File: src/rtl/ujtag_multi.sv
// rtl/ujtag_multi.sv - JTAG TAP with IDCODE, BYPASS and NCH user data-register channels
module ujtag_multi #(
  parameter int          IR_W   = 8,
  parameter int          NCH    = 4,
  parameter int          DR_W   = 32,
  parameter logic [31:0] IDCODE = 32'h0000_0001
) (
  input  logic                TCK,
  input  logic                URST,
  input  logic                TMS,
  input  logic                TDI,
  output logic                TDO,
  output logic                TDO_OE,
  output logic [IR_W-1:0]     UIREG,
  output logic [3:0]          TAP_STATE,
  input  logic [NCH*DR_W-1:0] DR_CAP_DATA,
  output logic [NCH*DR_W-1:0] DR_UPD_DATA,
  output logic [NCH-1:0]      DR_UPD_STB
);

  localparam int              CH_W      = (NCH > 1) ? $clog2(NCH) : 1;
  localparam logic [IR_W-1:0] OP_IDCODE = {{(IR_W-1){1'b1}}, 1'b0};
  localparam logic [IR_W-1:0] NCH_L     = IR_W'(NCH);

  typedef enum logic [3:0] {
    EX2_DR   = 4'h0, EX1_DR   = 4'h1, SH_DR  = 4'h2, PAUSE_DR = 4'h3,
    SEL_IR   = 4'h4, UPD_DR   = 4'h5, CAP_DR = 4'h6, SEL_DR   = 4'h7,
    EX2_IR   = 4'h8, EX1_IR   = 4'h9, SH_IR  = 4'hA, PAUSE_IR = 4'hB,
    RTI      = 4'hC, UPD_IR   = 4'hD, CAP_IR = 4'hE, TLR      = 4'hF
  } tap_t;

  typedef enum logic [1:0] {SEL_USER, SEL_ID, SEL_BP} sel_t;

  tap_t                r_state;
  tap_t                w_next;
  logic [IR_W-1:0]     r_ir_sh;
  logic [IR_W-1:0]     r_uireg;
  logic [DR_W-1:0]     r_dr_sh;
  logic [31:0]         r_id_sh;
  logic                r_bp;
  sel_t                r_sel;
  logic [CH_W-1:0]     r_ch;
  logic [NCH*DR_W-1:0] r_upd;
  logic [NCH-1:0]      r_stb;
  logic                r_tdo;
  logic                r_tdo_oe;
  logic                w_is_user;
  logic                w_is_id;
  logic [CH_W-1:0]     w_cap_ch;
  logic [DR_W-1:0]     w_cap;
  logic                w_dr_bit;

  assign TAP_STATE   = r_state;
  assign UIREG       = r_uireg;
  assign DR_UPD_DATA = r_upd;
  assign DR_UPD_STB  = r_stb;
  assign TDO         = r_tdo;
  assign TDO_OE      = r_tdo_oe;

  assign w_is_user = (r_uireg < NCH_L);
  assign w_is_id   = (r_uireg == OP_IDCODE);
  assign w_cap_ch  = r_uireg[CH_W-1:0];

  // IEEE 1149.1 TAP next-state graph
  always_comb begin
    w_next = r_state;
    case (r_state)
      TLR:      w_next = TMS ? TLR    : RTI;
      RTI:      w_next = TMS ? SEL_DR : RTI;
      SEL_DR:   w_next = TMS ? SEL_IR : CAP_DR;
      CAP_DR:   w_next = TMS ? EX1_DR : SH_DR;
      SH_DR:    w_next = TMS ? EX1_DR : SH_DR;
      EX1_DR:   w_next = TMS ? UPD_DR : PAUSE_DR;
      PAUSE_DR: w_next = TMS ? EX2_DR : PAUSE_DR;
      EX2_DR:   w_next = TMS ? UPD_DR : SH_DR;
      UPD_DR:   w_next = TMS ? SEL_DR : RTI;
      SEL_IR:   w_next = TMS ? TLR    : CAP_IR;
      CAP_IR:   w_next = TMS ? EX1_IR : SH_IR;
      SH_IR:    w_next = TMS ? EX1_IR : SH_IR;
      EX1_IR:   w_next = TMS ? UPD_IR : PAUSE_IR;
      PAUSE_IR: w_next = TMS ? EX2_IR : PAUSE_IR;
      EX2_IR:   w_next = TMS ? UPD_IR : SH_IR;
      UPD_IR:   w_next = TMS ? SEL_DR : RTI;
      default:  w_next = TLR;
    endcase
  end

  // Parallel capture value of the channel addressed by the current instruction
  always_comb begin
    w_cap = '0;
    for (int k = 0; k < NCH; k++) begin
      if (w_cap_ch == CH_W'(k)) w_cap = DR_CAP_DATA[k*DR_W +: DR_W];
    end
  end

  // Bit 0 of whichever data register the current scan latched at capture
  always_comb begin
    case (r_sel)
      SEL_USER: w_dr_bit = r_dr_sh[0];
      SEL_ID:   w_dr_bit = r_id_sh[0];
      default:  w_dr_bit = r_bp;
    endcase
  end

  // TAP state register
  always_ff @(posedge TCK or posedge URST) begin
    if (URST) r_state <= TLR;
    else      r_state <= w_next;
  end

  // Shifters, instruction register and channel update registers; updates land on entry to Update-*
  always_ff @(posedge TCK or posedge URST) begin
    if (URST) begin
      r_ir_sh <= '0;
      r_uireg <= OP_IDCODE;
      r_dr_sh <= '0;
      r_id_sh <= '0;
      r_bp    <= 1'b0;
      r_sel   <= SEL_BP;
      r_ch    <= '0;
      r_upd   <= '0;
      r_stb   <= '0;
    end else begin
      r_stb <= '0;
      case (r_state)
        CAP_IR: r_ir_sh <= IR_W'(2'b01);
        SH_IR:  r_ir_sh <= {TDI, r_ir_sh[IR_W-1:1]};
        CAP_DR: begin
          r_ch <= w_cap_ch;
          if (w_is_user) begin
            r_sel   <= SEL_USER;
            r_dr_sh <= w_cap;
          end else if (w_is_id) begin
            r_sel   <= SEL_ID;
            r_id_sh <= IDCODE;
          end else begin
            r_sel <= SEL_BP;
            r_bp  <= 1'b0;
          end
        end
        SH_DR: begin
          case (r_sel)
            SEL_USER: r_dr_sh <= {TDI, r_dr_sh[DR_W-1:1]};
            SEL_ID:   r_id_sh <= {TDI, r_id_sh[31:1]};
            default:  r_bp    <= TDI;
          endcase
        end
        default: ;
      endcase
      if (w_next == UPD_IR) r_uireg <= r_ir_sh;
      if (w_next == TLR)    r_uireg <= OP_IDCODE;
      if (w_next == UPD_DR && r_sel == SEL_USER) begin
        for (int k = 0; k < NCH; k++) begin
          if (r_ch == CH_W'(k)) begin
            r_upd[k*DR_W +: DR_W] <= r_dr_sh;
            r_stb[k]              <= 1'b1;
          end
        end
      end
    end
  end

  // TDO and its enable are launched on the falling edge so the host samples them on the next rise
  always_ff @(negedge TCK or posedge URST) begin
    if (URST) begin
      r_tdo    <= 1'b0;
      r_tdo_oe <= 1'b0;
    end else begin
      r_tdo_oe <= (r_state == SH_IR) || (r_state == SH_DR);
      if (r_state == SH_IR)      r_tdo <= r_ir_sh[0];
      else if (r_state == SH_DR) r_tdo <= w_dr_bit;
      else                       r_tdo <= 1'b0;
    end
  end

endmodule

File: config.mk
export PLATFORM = sky130hd
export DESIGN_NAME = ujtag_multi
export DESIGN_NICKNAME = d
export VERILOG_FILES = /design/src/rtl/ujtag_multi.sv
export SDC_FILE = /design/constraint.sdc
export NUM_CORES = 1
export LEC_CHECK = 0
export CAP_MARGIN = 10
export CELL_PAD_IN_SITES_DETAIL_PLACEMENT = 0
export CELL_PAD_IN_SITES_GLOBAL_PLACEMENT = 2
export CORE_MARGIN = 2
export CORE_UTILIZATION = 34
export DETAILED_ROUTE_END_ITERATION = 7
export PLACE_DENSITY_LB_ADDON = 0.1
export SYNTH_ARGS = -nofsm -noshare
export SYNTH_HDL_FRONTEND = slang
export SYNTH_SLANG_ARGS = --single-unit
File: constraint.sdc
create_clock -name TCK -period 13.4 [get_ports TCK]
set_input_delay 2.68 -clock TCK [delete_from_list [all_inputs] [get_ports TCK]]
set_output_delay 2.68 -clock TCK [all_outputs]
set_load 0.1 [all_outputs]
After elaboration in Yosys (flattened, before gate mapping)
Cells that the tools add are included.

word-level totals
  register bits = 223
  input bits = 132
  logic and storage cells = 110

cells by class
  $lt $le $gt $ge = 1
  equality and inequality tests = 33
  muxes and demuxes = 41
  reduce and logical (&&, ||, !) cells = 20

operators with widths
  kind                                                                   number
  32-bit 2-to-1 mux                                                      9
  32-bit case mux with 2 select lines                                    2
  4-bit case mux with 12 select lines                                    1
  4-bit == test (second input constant)                                  10
  4-bit by 3-bit == test with 1-bit output (second input constant)       5
  2-bit 2-to-1 mux                                                       8
  8-bit 2-to-1 mux                                                       2
  8-bit case mux with 2 select lines                                     1
  3-bit 2-to-1 mux                                                       4
  2-bit != test (second input constant)                                  6
  1-bit 2-to-1 mux                                                       10
  2-bit == test (second input constant)                                  4
  4-bit by 2-bit == test with 1-bit output (second input constant)       2
  8-bit == test (second input constant)                                  1
  8-bit by 3-bit < comparator with 1-bit output (second input constant)  1
  4-bit 2-to-1 mux                                                       2
  2-bit AND reduction                                                    4
  4-bit AND reduction                                                    2
  2-bit by 1-bit == test with 1-bit output (second input constant)       3
  2-bit logical NOT                                                      3
  2-bit nonzero test                                                     3
  2-bit OR reduction                                                     3
  4-bit by 1-bit == test with 1-bit output (second input constant)       1
  4-bit logical NOT                                                      1
  other kinds (6)                                                        7

Longest topological paths before layout
Gate-level depths: netlist of the first run.

  depth in word-level cells = 7
  gate-level depth with buffers = 7
  mapped depth without buffers = 4

==> metrics.txt, run 1 <==
Vias 6877; Starting DRT DRC Count 270; placed instance area 12600 sq um; Pins Over Slew Limit 0; Synth top cells by count dfrtp_1, mux2_2, nand2_1; Final Cell Area 13500 sq um; H-tree depth 1; PortBufs 277; first-pass GRT wire length 42.4 mm; RSZ-0062 raised after global routing false; Synth area leaders dfrtp_1, mux2_2, mux4_2, nand2_1, dfstp_2; sequential share of the synthesized area 58.9%; Gate Count Post-Synth 702; final WL 27.8 mm; post-synth net total 834; area grow syn2layout 41.6%; Total GRT Usage 18.7%; Initial Util 34.4%; Async SR Flop Fraction 100%; final setup margin 1.98 ns; Sum Neg Setup Slack 0 ns; post-synthesis cell type count 40; Final Util 48.7%; synthesized area 9500 sq um; Max-Slew Margin vs Limit 27.9%; # resized after CTS 0; Filler Cell Count 2499; Hold WC Path Type register to register; crit-path leading delay family buffers and inverters; Die X 171 microns; final setup vio count 0; final layout net count 1096; grt ovf 0; crit start category register; status finished, final reports clean; WP data required 10.72 ns; Clock Latency Late Sink 0.53 ns; r2r setup slk 5.06 ns; hpwl dp 18.4 mm; maximum fanout along the worst path 1; clock-pin slew on the worst setup and hold paths 0.06 ns; largest net degree at the start of global routing 78; CP cell instances clkdlybuf4s50_1; # Post-CTS Setup Buffers 0; clock sinks 223; Post-synth EDFFs 0; drt pass-1 iters 4; Setup Skew 0.0212 ns; power per cell area 280 nW/um^2; # hold bufs at CTS 0; vias in the first global route 7153; Max VDD drop 0.144 mV; Worst Tran Pin Value 1.08 ns; DR vias/cell 5.06; CTS tree built; yosys warns 0; drt wl/cell 20.5 microns; hold_ws 0.483 ns; Setup crit end kind primary output; Synth Flop Type dfrtp_1; global placement routability congestion 0.754; Critical-path top delay cell clkdlybuf4s50_1; CP arrival 8.74 ns; register bit total from synthesis 223; clk buf depth 3; cell with the most instances after synthesis dfrtp_1; CTS Root Cell clkbuf_16; Crit path buffers/inverters 1; antenna cell count 0; Ports 278; die area 29300 sq um; initial antenna violation count 0; critical path class register to primary output; Leak 5.83 nW; FP Rows 61; Final Hold Vio Count 0; mean post-synth cell area 13.5 sq um; die height 171 microns; Max Cap Violations 0; number of buffers created by CTS 25; largest area contributor in the netlist dfrtp_1; max incr delay on CP 1.13 ns; layout cells sized above 1 23.3%; post-route ant nets 0; DP Worst Slack 2.52 ns; Core ar. 27600 sq um; Synth top area share 55.1%; Residual DRC 0
## registers in the layout, summed over array words and instances (netlist names), 4 cells and up
register	count
r_dr_sh	32
UIREG	8
TAP_STATE	4
DR_UPD_STB	4
r_id_sh	32
DR_UPD_DATA	128
r_ir_sh	8
## kinds of logic (layout without fill, tap and decap cells)
family          Yosys count  count (layout)  synth area share [%]
simple gates            123             123                  5.92
buf+inv                  64             343                  2.94
mux                     163             163                  23.1
flops                   223             223                  58.9
compound gates          129             129                  9.13
## cells in the final DEF, fill, tap and decap left out, drive strengths merged, types with 2 or more instances in the layout
cell type	Yosys	final
a21o	2	2
a21oi	36	36
a22o	32	32
a31oi	34	34
and2	2	2
buf	27	13
bufinv	0	3
clkbuf	28	35
clkdlybuf4s50	0	277
clkinv	0	5
dfrtn	2	2
dfrtp	209	209
dfstp	12	12
inv	9	9
mux2	130	130
mux4	32	32
nand2	87	87
nand3	5	5
nand3b	3	3
nor2	10	10
nor3	4	4
nor3b	3	3
o21ai	13	13
o22a	7	7
o22ai	2	2
or2	2	2
## layer usage
metal  vias up  track usage (%)  part of all wire (%)
li1       3092                -                     -
met1      3533             25.0                    44
met2       224             31.2                    48
met3        28             4.09                   6.6
met4         0             3.83                   1.3
met5         -                0                     0
## final cells by class
cell class / count / area [sq um] / share of cell area [%]
Tap cell: 378 / 473 / 3.52
Clock inverter: 9 / 123 / 0.912
Multi-Input combinational cell: 415 / 3640 / 27.0
Clock buffer: 35 / 713 / 5.30
Inverter: 9 / 37.5 / 0.279
Timing Repair Buffer: 290 / 2870 / 21.3
Sequential cell: 223 / 5600 / 41.6
## through the flow
stage,power (mW),std cells
3_5_place_dp,3.10,1315
4_1_cts,3.81,1359
5_1_grt,3.93,1359
3_3_place_gp,3.07,1315
6_report,3.77,1359
2_1_floorplan,2.56,702
## path summary, 6_finish.rpt
| check | start | end | depth (start not counted) |
|---|---|---|---|
| worst min-delay path | DR_UPD_DATA[15] | DR_UPD_DATA[15] | 1 |
| max in group asynchronous | URST | TDO | 2 |
| worst max register to register | TAP_STATE[0] | TDO | 4 |
| worst max-delay path | TDO_OE | TDO_OE | 1 |
| min in group asynchronous | URST | DR_UPD_DATA[99] | 3 |
| worst min register to register | DR_UPD_DATA[15] | DR_UPD_DATA[15] | 1 |
## power by group
group / internal, mW / switching, mW / leakage, nW
Clock: 0.426 / 0.267 / 0.414
Combinational: 0.539 / 1.46 / 2.57
Sequential: 0.889 / 0.182 / 2.84
Total: 1.85 / 1.91 / 5.83
Power figures use the tool's default switching activity.
==> inputs of run 2 (changes only) <==
Settings changed: CORE_MARGIN 2 to 10, REMOVE_ABC_BUFFERS set to 1, SKIP_CTS_REPAIR_TIMING set to 1.
==> metrics.txt, run 2 (same netlist as run 1, synthesis figures left out) <==
status finished, final reports clean; critical path depth in cells 1; Max-Slew Margin vs Limit 25.2%; met3 Resource Use GR 3.30%; layout cells sized above 1 23.3%; post-route ant nets 0; Die X 187 microns; grt ovf 0; grt peak-use layer met2; antenna cell count 0; hold_ws 0.493 ns; Largest register FFs 128; clock-pin slew on the worst setup and hold paths 0.05 ns; RSZ-0062 raised after global routing false; Ports 278; hold depth 1; Setup Skew 0.0111 ns; Crit path buffers/inverters 1; Core ar. 27700 sq um; Clock Latency Late Sink 0.52 ns; clk buf depth 3; CTS tree built; max incr delay on CP 1.14 ns; Max Cap Violations 0; Non-Filler Instances 1360; Pins Over Slew Limit 0; Leak 5.82 nW; vias in the first global route 7383; CP cell instances clkdlybuf4s50_1; Residual DRC 0; GR Layer Usage met2 29.3%; power per cell area 280 nW/um^2; CP arrival 8.76 ns; drt pass-1 iters 5; Final Hold Vio Count 0; H-tree depth 1; crit start category register; maximum fanout along the worst path 1; area grow syn2layout 41.5%; met1 global-route usage 21.4%; commonest non-fill, non-tap cells in the layout clkdlybuf4s50_1, dfrtp_1, mux2_2; Starting DRT DRC Count 386; Worst Tran Pin Value 1.12 ns; most common cell after layout, fill and taps aside clkdlybuf4s50_1; crit-path leading delay family buffers and inverters; clock sinks 223; Max VDD drop 0.238 mV; die area 35000 sq um; placed insts 1314; initial antenna violation count 0; final setup vio count 0; R2R cell count 4; Initial Util 34.3%; Final Util 48.5%; critical path class register to primary output; DR vias/cell 5.04; WP data required 10.72 ns; drt wl/cell 22.4 microns; Hold WC Path Type register to register; final layout net count 1095; final WL 30.5 mm; die height 187 microns; hpwl dp 21.2 mm; number of buffers created by CTS 25; first-pass GRT wire length 46.7 mm; Total GRT Usage 16.9%; FP Rows 61; global placement routability congestion 0.794; PortBufs 277; Critical-path top delay cell clkdlybuf4s50_1; Setup crit end kind primary output; CTS Root Cell clkbuf_16; Vias 6854; largest net degree at the start of global routing 86
run 2: worst register-to-register path, stage by stage (launching register included):
cell,delay [ns]
dfstp_2,0.65
nand3b_1,0.50
nor2_1,0.08
a21oi_1,0.20
nor2_1,0.07
run 2: path summary, 6_finish.rpt:
kind / end / from / slack [ns]
min: DR_UPD_DATA[15] / DR_UPD_DATA[15] / 0.49
min in group asynchronous: r_ir_sh[5] / URST / 2.63
max reg2reg: TDO / TAP_STATE[0] / 5.04
max in group asynchronous: TDO_OE / URST / 3.71
max: TDO / TDO / 1.96
min reg2reg: DR_UPD_DATA[15] / DR_UPD_DATA[15] / 0.49
run 2: per-layer routing:
layer,vias to the layer above,wire length [microns]
met4,0,411
li1,3088,-
met3,32,1870
met2,202,15300
met5,-,0
met1,3532,12900
run 2: power by group:
| part | switching [mW] | internal (mW) | leakage [nW] |
|---|---|---|---|
| clock network | 0.265 | 0.408 | 0.404 |
| registers | 0.190 | 0.889 | 2.84 |
| logic | 1.48 | 0.539 | 2.57 |
run 2: layout make-up:
cell class	count	area (sq um)
Fill cell	2453	14300
Sequential cell	223	5600
Multi-Input combinational cell	415	3640
Timing Repair Buffer	289	2860
Clock buffer	40	762
Tap cell	378	473
Clock inverter	6	61.3
Inverter	9	41.3
run 2: through the flow:
step / worst slack, ns / instance area (sq um) / total power, mW / TNS [ns]
floorplan: -1.86 / 9250 / 2.55 / -3.73
global placement: 2.50 / 12600 / 3.10 / 0
detailed placement: 2.49 / 12600 / 3.13 / 0
CTS: 1.93 / 13400 / 3.81 / 0
global route: 1.92 / 13400 / 3.93 / 0
finish: 1.96 / 13400 / 3.77 / 0
==> inputs of run 3 (changes only) <==
Settings changed: CTS_CLUSTER_DIAMETER set to 60.
Clock period 13.4 ns to 13.9 ns, I/O delays scaled along.
==> metrics.txt, run 3 (same netlist as run 1, synthesis figures left out) <==
status finished, final reports clean; Setup crit end kind primary output; die area 35000 sq um; hold depth 1; PortBufs 277; FP Rows 61; Crit path buffers/inverters 1; Max Cap Violations 0; post-route ant nets 0; largest net degree at the start of global routing 86; Max VDD drop 0.228 mV; Critical-path top delay cell clkdlybuf4s50_1; grt ovf 0; max incr delay on CP 1.14 ns; Filler Cell Count 2476; Leak 5.84 nW; Worst Tran Pin Value 1.11 ns; Clock Latency Late Sink 0.51 ns; Non-Filler Instances 1357; clk buf depth 3; Residual DRC 0; RSZ-0062 raised after global routing false; crit-path leading delay family buffers and inverters; drt wl/cell 22.5 microns; antenna cell count 0; hold_ws 0.485 ns; Ports 278; Pins Over Slew Limit 0; CTS tree built; Initial Util 34.3%; CTS Root Cell clkbuf_16; Setup Skew 0.0128 ns; Power Total 3.66 mW; area grow syn2layout 41.8%; Largest register FFs 128; final layout net count 1095; final WL 30.6 mm; final setup vio count 0; die height 187 microns; Max-Slew Margin vs Limit 26.1%; CP cell instances clkdlybuf4s50_1; hpwl dp 21.3 mm; power per cell area 272 nW/um^2; first-pass GRT wire length 46.9 mm; WP data required 11.12 ns; initial antenna violation count 0; H-tree depth 1; Total GRT Usage 16.9%; crit start category register; Core ar. 27700 sq um; CP arrival 9.00 ns; DP Worst Slack 2.67 ns; Die X 187 microns; clock sinks 223; final setup margin 2.12 ns; R2R cell count 4; Vias 6871; Final Hold Vio Count 0; critical path class register to primary output; vias in the first global route 7491; number of buffers created by CTS 25; placed insts 1314; Starting DRT DRC Count 366; critical path depth in cells 1; drt pass-1 iters 4; clock-pin slew on the worst setup and hold paths 0.06 ns; commonest non-fill, non-tap cells in the layout clkdlybuf4s50_1, dfrtp_1, mux2_2; most common cell after layout, fill and taps aside clkdlybuf4s50_1; layout cells sized above 1 23.1%; Hold WC Path Type register to register; DR vias/cell 5.06; global placement routability congestion 0.791; maximum fanout along the worst path 1
[run 3: changes by cell type in the layout (fill, tap and decap cells not counted), sizes merged]
cell / delta
clkbuf: -3
inv: -1
bufinv: +3
clkinvlp: -1
clkinv: -1
[run 3: worst paths after layout]
| path | startpoint | endpoint | slack, ns |
|---|---|---|---|
| max | TDO_OE | TDO_OE | 2.12 |
| min | DR_UPD_DATA[9] | DR_UPD_DATA[9] | 0.49 |
| max reg2reg | TAP_STATE[0] | TDO | 5.34 |
| min reg2reg | DR_UPD_DATA[9] | DR_UPD_DATA[9] | 0.49 |
| max in group asynchronous | URST | TDO_OE | 3.87 |
| min in group asynchronous | URST | r_ir_sh[5] | 2.76 |
[run 3: per-layer routing]
metal	routed length [microns]	share of wire [%]	global-route usage, %	up-vias
met4	506	1.7	3.75	0
li1	-	-	-	3089
met3	1730	5.7	3.08	32
met1	13300	44	22.0	3539
met2	15000	49	28.6	211
met5	0	0	0	-
[run 3: metrics by stage]
step,area (sq um),setup TNS (ns),util (%)
floorplan,9250,-3.43,-
global placement,12600,0,45.5
detailed placement,12600,0,45.5
CTS,13500,0,48.6
global route,13500,0,48.6
finish,13500,0,48.6
[run 3: area by class of cell]
class                      count  area (sq um)  share of cell area, %
inverter                       9          41.3                  0.307
clock buffer                  37           721                   5.35
timing repair buffer         289          2860                   21.3
clock inverter                 6           134                  0.994
tap                          378           473                   3.51
multi-input combinational    415          3640                   27.0
sequential                   223          5600                   41.6
[run 3: where the power goes]
| part | internal [mW] | total (mW) | switching (mW) |
|---|---|---|---|
| Sequential | 0.857 | 1.04 | 0.184 |
| Combinational | 0.519 | 1.94 | 1.42 |
| Clock | 0.430 | 0.683 | 0.253 |
| Total | 1.81 | 3.66 | 1.86 |
